[config.mk]
export PLATFORM = sky130hd
export DESIGN_NAME = game_mode_ctrl
export DESIGN_NICKNAME = d
export VERILOG_FILES = /design/src/rtl/game_mode_pkg.sv /design/src/rtl/ps2_key_event.sv /design/src/rtl/game_mode_ctrl.sv
export SDC_FILE = /design/constraint.sdc
export NUM_CORES = 1
export LEC_CHECK = 0
export CAP_MARGIN = 20
export CORE_ASPECT_RATIO = 1.1
export CORE_UTILIZATION = 58
export CTS_BUF_LIST = sky130_fd_sc_hd__clkbuf_4
export DETAILED_ROUTE_END_ITERATION = 10
export GPL_ROUTABILITY_DRIVEN = 0
export MAX_ROUTING_LAYER = met4
export PLACE_DENSITY = 0.82
export SLEW_MARGIN = 5
export SYNTH_ARGS = -nofsm -noshare
export SYNTH_HDL_FRONTEND = slang
export SYNTH_SLANG_ARGS = --single-unit
[constraint.sdc]
create_clock -name clk -period 3 [get_ports clk]
set_clock_uncertainty 0.2 [all_clocks]
set_input_delay 0.3 -clock clk [delete_from_list [all_inputs] [get_ports clk]]
set_output_delay 0.3 -clock clk [all_outputs]
set_load 0.05 [all_outputs]
[src/rtl/game_mode_pkg.sv]
// Shared definitions for the game mode controller: mode codes, default
// PS/2 make codes, the protocol prefix bytes and the mode-to-display mapping.
package game_mode_pkg;

    localparam int unsigned MODE_W  = 3;
    localparam int unsigned KEY_W   = 8;
    localparam int unsigned HEX_W   = 4;
    localparam int unsigned TIMER_W = 32;

    typedef enum logic [MODE_W-1:0] {
        MODE_MENU    = 3'd0,
        MODE_INGAME  = 3'd1,
        MODE_PAUSED  = 3'd2,
        MODE_ENDGAME = 3'd3,
        MODE_BOARD   = 3'd4
    } mode_e;

    // Default make codes (Enter, P, Esc, L)
    localparam logic [KEY_W-1:0] KEY_START_DEF = 8'h5A;
    localparam logic [KEY_W-1:0] KEY_PAUSE_DEF = 8'h4D;
    localparam logic [KEY_W-1:0] KEY_QUIT_DEF  = 8'h76;
    localparam logic [KEY_W-1:0] KEY_BOARD_DEF = 8'h4B;

    // PS/2 protocol bytes: break prefix and extended-key prefix
    localparam logic [KEY_W-1:0] KEY_BREAK = 8'hF0;
    localparam logic [KEY_W-1:0] KEY_EXT   = 8'hE0;

    // Display code differs from the mode encoding (PAUSED/ENDGAME swapped)
    function automatic logic [HEX_W-1:0] mode_hex(input mode_e m);
        logic [HEX_W-1:0] h;
        h = 4'd0;
        case (m)
            MODE_MENU:    h = 4'd0;
            MODE_INGAME:  h = 4'd1;
            MODE_ENDGAME: h = 4'd2;
            MODE_PAUSED:  h = 4'd3;
            MODE_BOARD:   h = 4'd4;
            default:      h = 4'd0;
        endcase
        return h;
    endfunction

endpackage

[src/rtl/ps2_key_event.sv]
// Turns raw strobed PS/2 bytes into make-code events. A break prefix (F0)
// arms a flag that swallows the following byte; an extended prefix (E0)
// is ignored and leaves the flag as it was.
// Ports:
//   clk, resetn        clock, async active-low reset
//   clr                synchronous clear of the pending-break flag
//   key_data           received byte
//   key_pressed        one-cycle strobe qualifying key_data
//   key_evt            combinational: a make code is present this cycle
//   key_code           combinational: the byte accompanying key_evt
module ps2_key_event
    import game_mode_pkg::*;
(
    input  logic             clk,
    input  logic             resetn,
    input  logic             clr,
    input  logic [KEY_W-1:0] key_data,
    input  logic             key_pressed,
    output logic             key_evt,
    output logic [KEY_W-1:0] key_code
);

    logic r_break_pend;
    logic w_break_pend_nxt;
    logic w_is_break;
    logic w_is_ext;

    assign w_is_break = (key_data == KEY_BREAK);
    assign w_is_ext   = (key_data == KEY_EXT);

    // Combinational so the controller can react on the same edge as the strobe
    assign key_evt  = key_pressed && !w_is_break && !w_is_ext && !r_break_pend;
    assign key_code = key_data;

    // Break flag: set by F0, held across E0, cleared by any other strobed byte
    always_comb begin
        w_break_pend_nxt = r_break_pend;
        if (clr) begin
            w_break_pend_nxt = 1'b0;
        end else if (key_pressed) begin
            if (w_is_break) begin
                w_break_pend_nxt = 1'b1;
            end else if (!w_is_ext) begin
                w_break_pend_nxt = 1'b0;
            end
        end
    end

    always_ff @(posedge clk or negedge resetn) begin
        if (!resetn) begin
            r_break_pend <= 1'b0;
        end else begin
            r_break_pend <= w_break_pend_nxt;
        end
    end

endmodule

[src/rtl/game_mode_ctrl.sv]
// Top-level game mode controller: MENU / INGAME / PAUSED / ENDGAME /
// LEADERBOARD state machine driven by PS/2 key events, the round-finished
// level and a soft quit, with auto-advance timers and a round counter.
// Ports:
//   clk, resetn        clock, async active-low reset
//   user_quit          synchronous soft quit to MENU
//   game_over          round finished (level)
//   ps2_key_data       received PS/2 byte
//   ps2_key_pressed    strobe qualifying ps2_key_data
//   mode               current mode code
//   ingame_on          high in INGAME, PAUSED, ENDGAME
//   game_run           high only in INGAME
//   hex0               display code for the current mode
//   round_start        one-cycle pulse on MENU->INGAME
//   round_count        saturating count of rounds started
module game_mode_ctrl
    import game_mode_pkg::*;
#(
    parameter logic [KEY_W-1:0]   START_KEY     = KEY_START_DEF,
    parameter logic [KEY_W-1:0]   PAUSE_KEY     = KEY_PAUSE_DEF,
    parameter logic [KEY_W-1:0]   QUIT_KEY      = KEY_QUIT_DEF,
    parameter logic [KEY_W-1:0]   BOARD_KEY     = KEY_BOARD_DEF,
    parameter logic [TIMER_W-1:0] END_TIMEOUT   = 32'd250_000_000,
    parameter logic [TIMER_W-1:0] BOARD_TIMEOUT = 32'd500_000_000,
    parameter int unsigned        ROUND_W       = 8
) (
    input  logic               clk,
    input  logic               resetn,
    input  logic               user_quit,
    input  logic               game_over,
    input  logic [KEY_W-1:0]   ps2_key_data,
    input  logic               ps2_key_pressed,
    output logic [MODE_W-1:0]  mode,
    output logic               ingame_on,
    output logic               game_run,
    output logic [HEX_W-1:0]   hex0,
    output logic               round_start,
    output logic [ROUND_W-1:0] round_count
);

    localparam logic [TIMER_W-1:0] END_LAST   = END_TIMEOUT - 32'd1;
    localparam logic [TIMER_W-1:0] BOARD_LAST = BOARD_TIMEOUT - 32'd1;
    localparam logic [TIMER_W-1:0] TIMER_MAX  = '1;
    localparam logic [ROUND_W-1:0] ROUND_MAX  = '1;

    mode_e              r_mode;
    mode_e              w_mode_nxt;
    logic [TIMER_W-1:0] r_timer;
    logic [TIMER_W-1:0] w_timer_nxt;
    logic               r_ingame_on;
    logic               r_game_run;
    logic [HEX_W-1:0]   r_hex0;
    logic               r_round_start;
    logic [ROUND_W-1:0] r_round_count;
    logic [ROUND_W-1:0] w_round_count_nxt;
    logic               w_round_start;

    logic               w_key_evt;
    logic [KEY_W-1:0]   w_key_code;
    logic               w_key_start;
    logic               w_key_pause;
    logic               w_key_quit;
    logic               w_key_board;
    logic               w_end_expire;
    logic               w_board_expire;

    // Make-code extraction (break codes and E0 prefixes filtered out)
    ps2_key_event u_key_event (
        .clk         (clk),
        .resetn      (resetn),
        .clr         (user_quit),
        .key_data    (ps2_key_data),
        .key_pressed (ps2_key_pressed),
        .key_evt     (w_key_evt),
        .key_code    (w_key_code)
    );

    assign w_key_start = w_key_evt && (w_key_code == START_KEY);
    assign w_key_pause = w_key_evt && (w_key_code == PAUSE_KEY);
    assign w_key_quit  = w_key_evt && (w_key_code == QUIT_KEY);
    assign w_key_board = w_key_evt && (w_key_code == BOARD_KEY);

    // A zero timeout parameter disables the corresponding auto-advance
    assign w_end_expire   = (END_TIMEOUT != 32'd0)   && (r_timer == END_LAST);
    assign w_board_expire = (BOARD_TIMEOUT != 32'd0) && (r_timer == BOARD_LAST);

    // Next-mode decode; soft quit overrides every other transition
    always_comb begin
        w_mode_nxt = r_mode;
        case (r_mode)
            MODE_MENU: begin
                if (w_key_start) begin
                    w_mode_nxt = MODE_INGAME;
                end else if (w_key_board) begin
                    w_mode_nxt = MODE_BOARD;
                end
            end
            MODE_INGAME: begin
                if (game_over) begin
                    w_mode_nxt = MODE_ENDGAME;
                end else if (w_key_pause) begin
                    w_mode_nxt = MODE_PAUSED;
                end else if (w_key_quit) begin
                    w_mode_nxt = MODE_MENU;
                end
            end
            MODE_PAUSED: begin
                if (w_key_pause) begin
                    w_mode_nxt = MODE_INGAME;
                end else if (w_key_quit) begin
                    w_mode_nxt = MODE_MENU;
                end
            end
            MODE_ENDGAME: begin
                if (w_key_start || w_key_quit) begin
                    w_mode_nxt = MODE_MENU;
                end else if (w_end_expire) begin
                    w_mode_nxt = MODE_BOARD;
                end
            end
            MODE_BOARD: begin
                if (w_key_start || w_key_quit || w_board_expire) begin
                    w_mode_nxt = MODE_MENU;
                end
            end
            default: w_mode_nxt = MODE_MENU;
        endcase
        if (user_quit) begin
            w_mode_nxt = MODE_MENU;
        end
    end

    // Timeout counter: zero on any mode change, saturating count in timed modes
    always_comb begin
        w_timer_nxt = '0;
        if (!user_quit && (w_mode_nxt == r_mode) &&
            ((r_mode == MODE_ENDGAME) || (r_mode == MODE_BOARD))) begin
            w_timer_nxt = (r_timer == TIMER_MAX) ? r_timer : r_timer + 32'd1;
        end
    end

    assign w_round_start     = (r_mode == MODE_MENU) && (w_mode_nxt == MODE_INGAME);
    assign w_round_count_nxt = (w_round_start && (r_round_count != ROUND_MAX)) ?
                               r_round_count + ROUND_W'(1) : r_round_count;

    // Outputs are decoded from the next mode so they align with r_mode
    always_ff @(posedge clk or negedge resetn) begin
        if (!resetn) begin
            r_mode        <= MODE_MENU;
            r_timer       <= '0;
            r_ingame_on   <= 1'b0;
            r_game_run    <= 1'b0;
            r_hex0        <= '0;
            r_round_start <= 1'b0;
            r_round_count <= '0;
        end else begin
            r_mode        <= w_mode_nxt;
            r_timer       <= w_timer_nxt;
            r_ingame_on   <= (w_mode_nxt == MODE_INGAME) ||
                             (w_mode_nxt == MODE_PAUSED) ||
                             (w_mode_nxt == MODE_ENDGAME);
            r_game_run    <= (w_mode_nxt == MODE_INGAME);
            r_hex0        <= mode_hex(w_mode_nxt);
            r_round_start <= w_round_start;
            r_round_count <= w_round_count_nxt;
        end
    end

    assign mode        = r_mode;
    assign ingame_on   = r_ingame_on;
    assign game_run    = r_game_run;
    assign hex0        = r_hex0;
    assign round_start = r_round_start;
    assign round_count = r_round_count;

endmodule

==> results of run 1 <==
per-layer routing:
metal	share of wire (%)	GRT usage, %
met5	0	-
met4	0.27	6.25
met3	4.5	3.83
met2	46	38.2
met1	49	35.6
final cells by class:
| type | count | area share, % |
|---|---|---|
| clock inverters | 3 | 0.895 |
| inverters | 2 | 0.234 |
| clock buffers | 5 | 1.17 |
| flip-flops and latches | 50 | 38.9 |
| repair buffers | 34 | 10.9 |
| multi-input cells | 227 | 45.8 |
| well taps | 54 | 2.10 |
sequential cells by signal (all words and copies together) (netlist names):
name                      count
game_run                      1
hex0                          3
u_key_event.r_break_pend      1
mode                          3
r_timer                      32
round_count                   8
ingame_on                     1
round_start                   1
synthesized netlist by cell type (all sizes together) (2+ instances only):
cell type	instances
nand3b	4
xor2	16
or3b	2
a21oi	6
nand2	16
nand4	14
nand4bb	2
inv	2
nand3	18
or4	5
nor3	8
or3	5
and4	4
ha	2
nor2	47
dfrtp	50
o41ai	2
nor3b	6
nor4bb	2
xnor2	20
nor4	14
buf	5
clkbuf	4
a211oi	4
o21ai	3
and3	9
metrics by stage:
step | util (%) | hold WS (ns)
after floorplan | - | -0.196
after global placement | 70.2 | 0.273
after detailed placement | 70.2 | 0.279
after CTS | 71.9 | 0.302
after global routing | 72.4 | 0.151
final | 72.4 | 0.131
kinds of logic after synthesis:
| family | share of synthesized area [%] |
|---|---|
| buffers and inverters | 1.81 |
| and+or+nand+nor | 34.0 |
| AOI/OAI and AO/OA | 5.70 |
| DFF | 45.2 |
| other | 0.136 |
| xor gates and xnor gates | 11.4 |
| adders and majority gates | 0.905 |
| muxes | 0.769 |
where the power goes:
group          switching, mW  internal, mW  leakage (nW)
registers             0.0157         0.687         0.696
clock network          0.230         0.102        0.0377
logic                 0.0882        0.0545         0.530
worst max-delay path: cells and delay by family (launching register included):
family,cells,cell delay [ns]
flops,1,0.51
simple gates,3,1.23
mux,1,0.34
compound gates,2,0.25
worst paths after layout:
path	end	startpoint	slack, ns	cells past startpoint
worst min-delay path	r_timer[16]$_DFFE_PN0P_	resetn	0.13	2
worst min register to register	round_count[6]$_DFFE_PN0P_	round_count[6]$_DFFE_PN0P_	0.30	1
worst max register to register	round_count[1]$_DFFE_PN0P_	mode[2]$_DFF_PN0_	0.39	6
max in group asynchronous	r_timer[10]$_DFFE_PN0P_	resetn	1.98	3
min in group clk	round_count[6]$_DFFE_PN0P_	round_count[6]$_DFFE_PN0P_	0.30	1
worst max-delay path	round_count[1]$_DFFE_PN0P_	mode[2]$_DFF_PN0_	0.39	6
==> metrics.csv, run 1 <==
metric,value,unit
"Top cell by count, worst path",or4_1,
Setup WS pre-CTS,0.0741,ns
RSZ-0062 raised after global routing,false,
# H-tree levels,2,
Worst setup SP type,flip-flop,
post-DR vias/cell,6.05,
ANT nets after route,0,
synthesized area,2770,µm²
P&R area growth vs syn,16.2,%
f_max,384,MHz
power per cell area,366,nW/µm²
Die Ht,74.4,µm
synth top area cells,"dfrtp_1 (45%), nor2_1 (6.4%), xnor2_1 (6.3%), xor2_1 (5.1%), nand3_1 (3.3%)",
distinct cell type count after synthesis,50,
Critical Path Sink Type,flip-flop,
asr flop ratio synth,100,%
critical path's largest stage delay,0.58,ns
fin. max-slew vios,0,
Worst EP required,3.08,ns
clk_lat worst skew,0.37,ns
largest net degree at the start of global routing,51,
Post-CTS Setup Inserts,0,
initial antenna violation count,0,
fill count,336,
CTS Sinks,50,
dpl cell area,3120,µm²
vias post-DR,2269,
DR DRC count,0,
Final WS setup,0.395,ns
Synth Net Count,303,
detailed router's first-iteration violation count,125,
Finished Layout Cells,375,
nets,335,
Clk Tree Root Cell,clkbuf_4,
post-synthesis sequential area ratio,45.2,%
YS warnings,0,
leakage power,1.26,nW
die width,67.8,µm
status,finished clean,
IO Pins,31,
initial cell density of the core,62.3,%
Reg area,1250,µm²
Die Footprint,5050,µm²
first-pass GRT wire length,9520,µm
cell taking the most area after synthesis,dfrtp_1,
VDD IR max,446,µV
post-DP HPWL,3950,µm
Finished Cell Area,3210,µm²
hold_buf cts,1,
most common library cell in the layout ignoring fill and taps,dfrtp_1,
clk slew on worst S/H paths,0.17,ns
Crit Path Max Fanout,10,
Synth Instances,288,
max-cap violations,0,
wire per inst,15.0,µm
normalized max-slew margin,66.4,%
critical path arrival,2.68,ns
Slowest cell on crit path,or4_1,
global-route usage over all layers,25.3,%
total power,1.18,mW
Final min period,2.61,ns
critical path type,flip-flop to flip-flop,
Synth top area share,45.2,%
Slew @ Worst Pin,0.503,ns
Pre-antenna DRT Iters,4,
Post-synth top flop,dfrtp_1,
grt ovf,0,
vias in the first global route,2099,
final WL,5620,µm
placed insts,365,
"commonest non-fill, non-tap cells in the layout","dfrtp_1 (50), nor2_1 (47), clkdlybuf4s50_1 (28)",
Core ar.,4440,µm²
TritonCTS clock tree,yes,
"EDFF count, synth",0,
final-report setup violation count,0,
setup TNS,0,ns
FP Rows,25,
worst hold path class,input pin to asynchronous set/reset pin,
Yosys reg bits,50,
IO Port Bufs,29,
post-cts gate resize count,0,
fin crit share,86.8,%
clock buffer depth,2,
footprint of the multi-input gates,1470,µm²
layout cell share with drive strength beyond 1,7.48,%
Post-Syn Area per Cell,9.60,µm²
diode count,0,
Fin. Hold Viols,0,
crit-path cells,or4_1 -> or4_1 -> o211ai_1 -> a211oi_4 -> nor3b_2 -> mux2_1,
CTS buffer count,5,
Note: power is estimated with default switching activity, not from simulation.
==> inputs of run 2 (changes only) <==
--- a/config.mk
+++ b/config.mk
@@ -13,6 +13,7 @@
 export GPL_ROUTABILITY_DRIVEN = 0
 export MAX_ROUTING_LAYER = met4
 export PLACE_DENSITY = 0.82
+export RECOVER_POWER = 100
 export SLEW_MARGIN = 5
 export SYNTH_ARGS = -nofsm -noshare
 export SYNTH_HDL_FRONTEND = slang
==> run 2 against run 1 <==
- flip-flop and latch count stayed put
- sequential power hardly changed
- critical path depth is 1 higher
- first-iteration DRC count is 17% higher
- critical path type unchanged
- largest cell class unchanged
==> metrics.csv, run 2 (synthesis gave the netlist of run 1 again) <==
metric,value,unit,change
clk slew on worst S/H paths,0.15,ns,was 0.17 ns
global-route usage over all layers,25.3,%,unchanged
fin. max-slew vios,0,,unchanged
Pre-antenna DRT Iters,4,,unchanged
wire per inst,15.0,µm,about the same
P&R area growth vs syn,14.0,%,was 16.2%
Slew @ Worst Pin,0.948,ns,was 0.503 ns
clk_lat worst skew,0.37,ns,about the same
FP Rows,25,,unchanged
worst r2r src,r_timer[14]$_DFFE_PN0P_,,was mode[2]$_DFF_PN0_
leakage power,1.29,nW,was 1.26 nW
Largest Register,r_timer,,unchanged
status,finished clean,,unchanged
Fin. Hold Viols,0,,unchanged
grt ovf,0,,unchanged
crit path launch,r_timer[14]$_DFFE_PN0P_,,was mode[2]$_DFF_PN0_
Final min period,2.72,ns,was 2.61 ns
RSZ-0062 raised after global routing,false,,unchanged
post-DR vias/cell,6.04,,was 6.05
critical path's largest stage delay,0.53,ns,was 0.58 ns
IO Port Bufs,29,,unchanged
power per cell area,371,nW/µm²,was 366 nW/µm²
most common library cell in the layout ignoring fill and taps,dfrtp_1,,unchanged
critical path arrival,2.77,ns,was 2.68 ns
Crit Path Max Fanout,32,,was 10
"commonest non-fill, non-tap cells in the layout","dfrtp_1 (50), nor2_1 (47), xnor2_1 (20)",,"was dfrtp_1 (50), nor2_1 (47), clkdlybuf4s50_1 (28)"
diode count,0,,unchanged
Post-CTS Setup Inserts,0,,unchanged
final-report setup violation count,0,,unchanged
largest net degree at the start of global routing,51,,unchanged
initial antenna violation count,0,,unchanged
normalized max-slew margin,36.8,%,was 66.4%
critical path type,flip-flop to flip-flop,,unchanged
DR DRC count,0,,unchanged
worst r2r path cells,7,,was 6
IO Pins,31,,unchanged
CTS buffer count,5,,unchanged
Slowest cell on crit path,or4bb_1,,was or4_1
Worst setup SP type,flip-flop,,unchanged
die width,67.8,µm,unchanged
clock buffer depth,2,,unchanged
vias in the first global route,2099,,unchanged
max-cap violations,0,,unchanged
layout cell share with drive strength beyond 1,5.61,%,was 7.48%
Worst R2R End,r_timer[21]$_DFFE_PN0P_,,was round_count[1]$_DFFE_PN0P_
max reg flops,32,,unchanged
Die Footprint,5050,µm²,unchanged
Worst EP required,3.05,ns,was 3.08 ns
first-pass GRT wire length,9520,µm,unchanged
ANT nets after route,0,,unchanged
final WL,5630,µm,was 5620 µm
nets,335,,unchanged
Clk Tree Root Cell,clkbuf_4,,unchanged
VDD IR max,438,µV,was 446 µV
post-DP HPWL,3950,µm,unchanged
detailed router's first-iteration violation count,146,,was 125
Reg2Reg Setup Slack,0.28,ns,was 0.39 ns
Core ar.,4440,µm²,unchanged
# H-tree levels,2,,unchanged
worst hold path class,input pin to asynchronous set/reset pin,,unchanged
total power,1.17,mW,was 1.18 mW
Hold WS,0.243,ns,was 0.131 ns
post-cts gate resize count,0,,unchanged
Critical Path Sink Type,flip-flop,,unchanged
fin crit share,90.5,%,was 86.8%
setup TNS,0,ns,unchanged
crit-path cells,or4bb_1 -> nor4_1 -> nand4_1 -> and3_1 -> a32oi_2 -> clkbuf_4 -> nor2_1,,was or4_1 -> or4_1 -> o211ai_1 -> a211oi_4 -> nor3b_2 -> mux2_1
TritonCTS clock tree,yes,,unchanged
f_max,368,MHz,was 384 MHz
CTS Sinks,50,,unchanged
initial cell density of the core,62.3,%,unchanged
Die Ht,74.4,µm,unchanged
vias post-DR,2264,,was 2269
-- run 2: cell types whose count changed in the layout (fill, tap and decap cells not counted), moves of 2 or more --
cell and change:
buf_12 -2, clkdlybuf4s50_1 -18, dlygate4sd3_1 +18, a211oi_1 +2
-- run 2: per-layer routing --
metal	track usage, %	share of wire (%)	up-vias
met5	-	0	-
met4	6.25	0.57	0
met3	3.83	4.4	4
met2	38.2	47	53
met1	35.6	48	1093
li1	-	-	1114
-- run 2: metrics by stage --
step / setup slack, ns / util (%) / instance area (µm²) / instances
3_5_place_dp: 0.0741 / 70.2 / 3120 / 365
5_1_grt: 0.155 / 71.0 / 3150 / 375
4_1_cts: 0.374 / 71.9 / 3190 / 374
2_1_floorplan: 0.246 / - / 2770 / 288
6_report: 0.284 / 71.0 / 3150 / 375
3_3_place_gp: 0.119 / 70.2 / 3120 / 365
-- run 2: final cells by class --
cell class,count,area (µm²)
inverter,2,7.51
multi-input combinational,227,1440
clock inverter,3,28.8
sequential,50,1250
clock buffer,5,37.5
fill,346,1290
tap,54,67.6
timing repair buffer,34,322
-- run 2: worst max-delay path by stage --
stage	to	slack, ns
2_1_floorplan	round_count[1]$_DFFE_PN0P_	0.25
3_3_place_gp	round_count[1]$_DFFE_PN0P_	0.12
3_5_place_dp	round_count[1]$_DFFE_PN0P_	0.07
4_1_cts	round_count[1]$_DFFE_PN0P_	0.37
5_1_grt	r_timer[21]$_DFFE_PN0P_	0.15
6_report	r_timer[21]$_DFFE_PN0P_	0.28
-- run 2: timing repair --
item	in CTS	in global routing
endpoints found under the setup margin	0	0
hold buffers	1	0
endpoints found under the hold margin	50	0
-- run 2: worst max-delay path, delay by kind of cell (launching register included) --
| kind | cells | cell delay, ns |
|---|---|---|
| AOI/OAI and AO/OA | 1 | 0.16 |
| and+or+nand+nor | 5 | 1.33 |
| buffers and inverters | 1 | 0.38 |
| DFF | 1 | 0.52 |
-- run 2: power breakdown --
group / total (mW) / switching [mW] / internal [mW] / leakage [nW]
clock: 0.333 / 0.231 / 0.102 / 0.0377
combinational: 0.135 / 0.0879 / 0.0471 / 0.551
sequential: 0.702 / 0.0150 / 0.687 / 0.696
total: 1.17 / 0.334 / 0.836 / 1.29
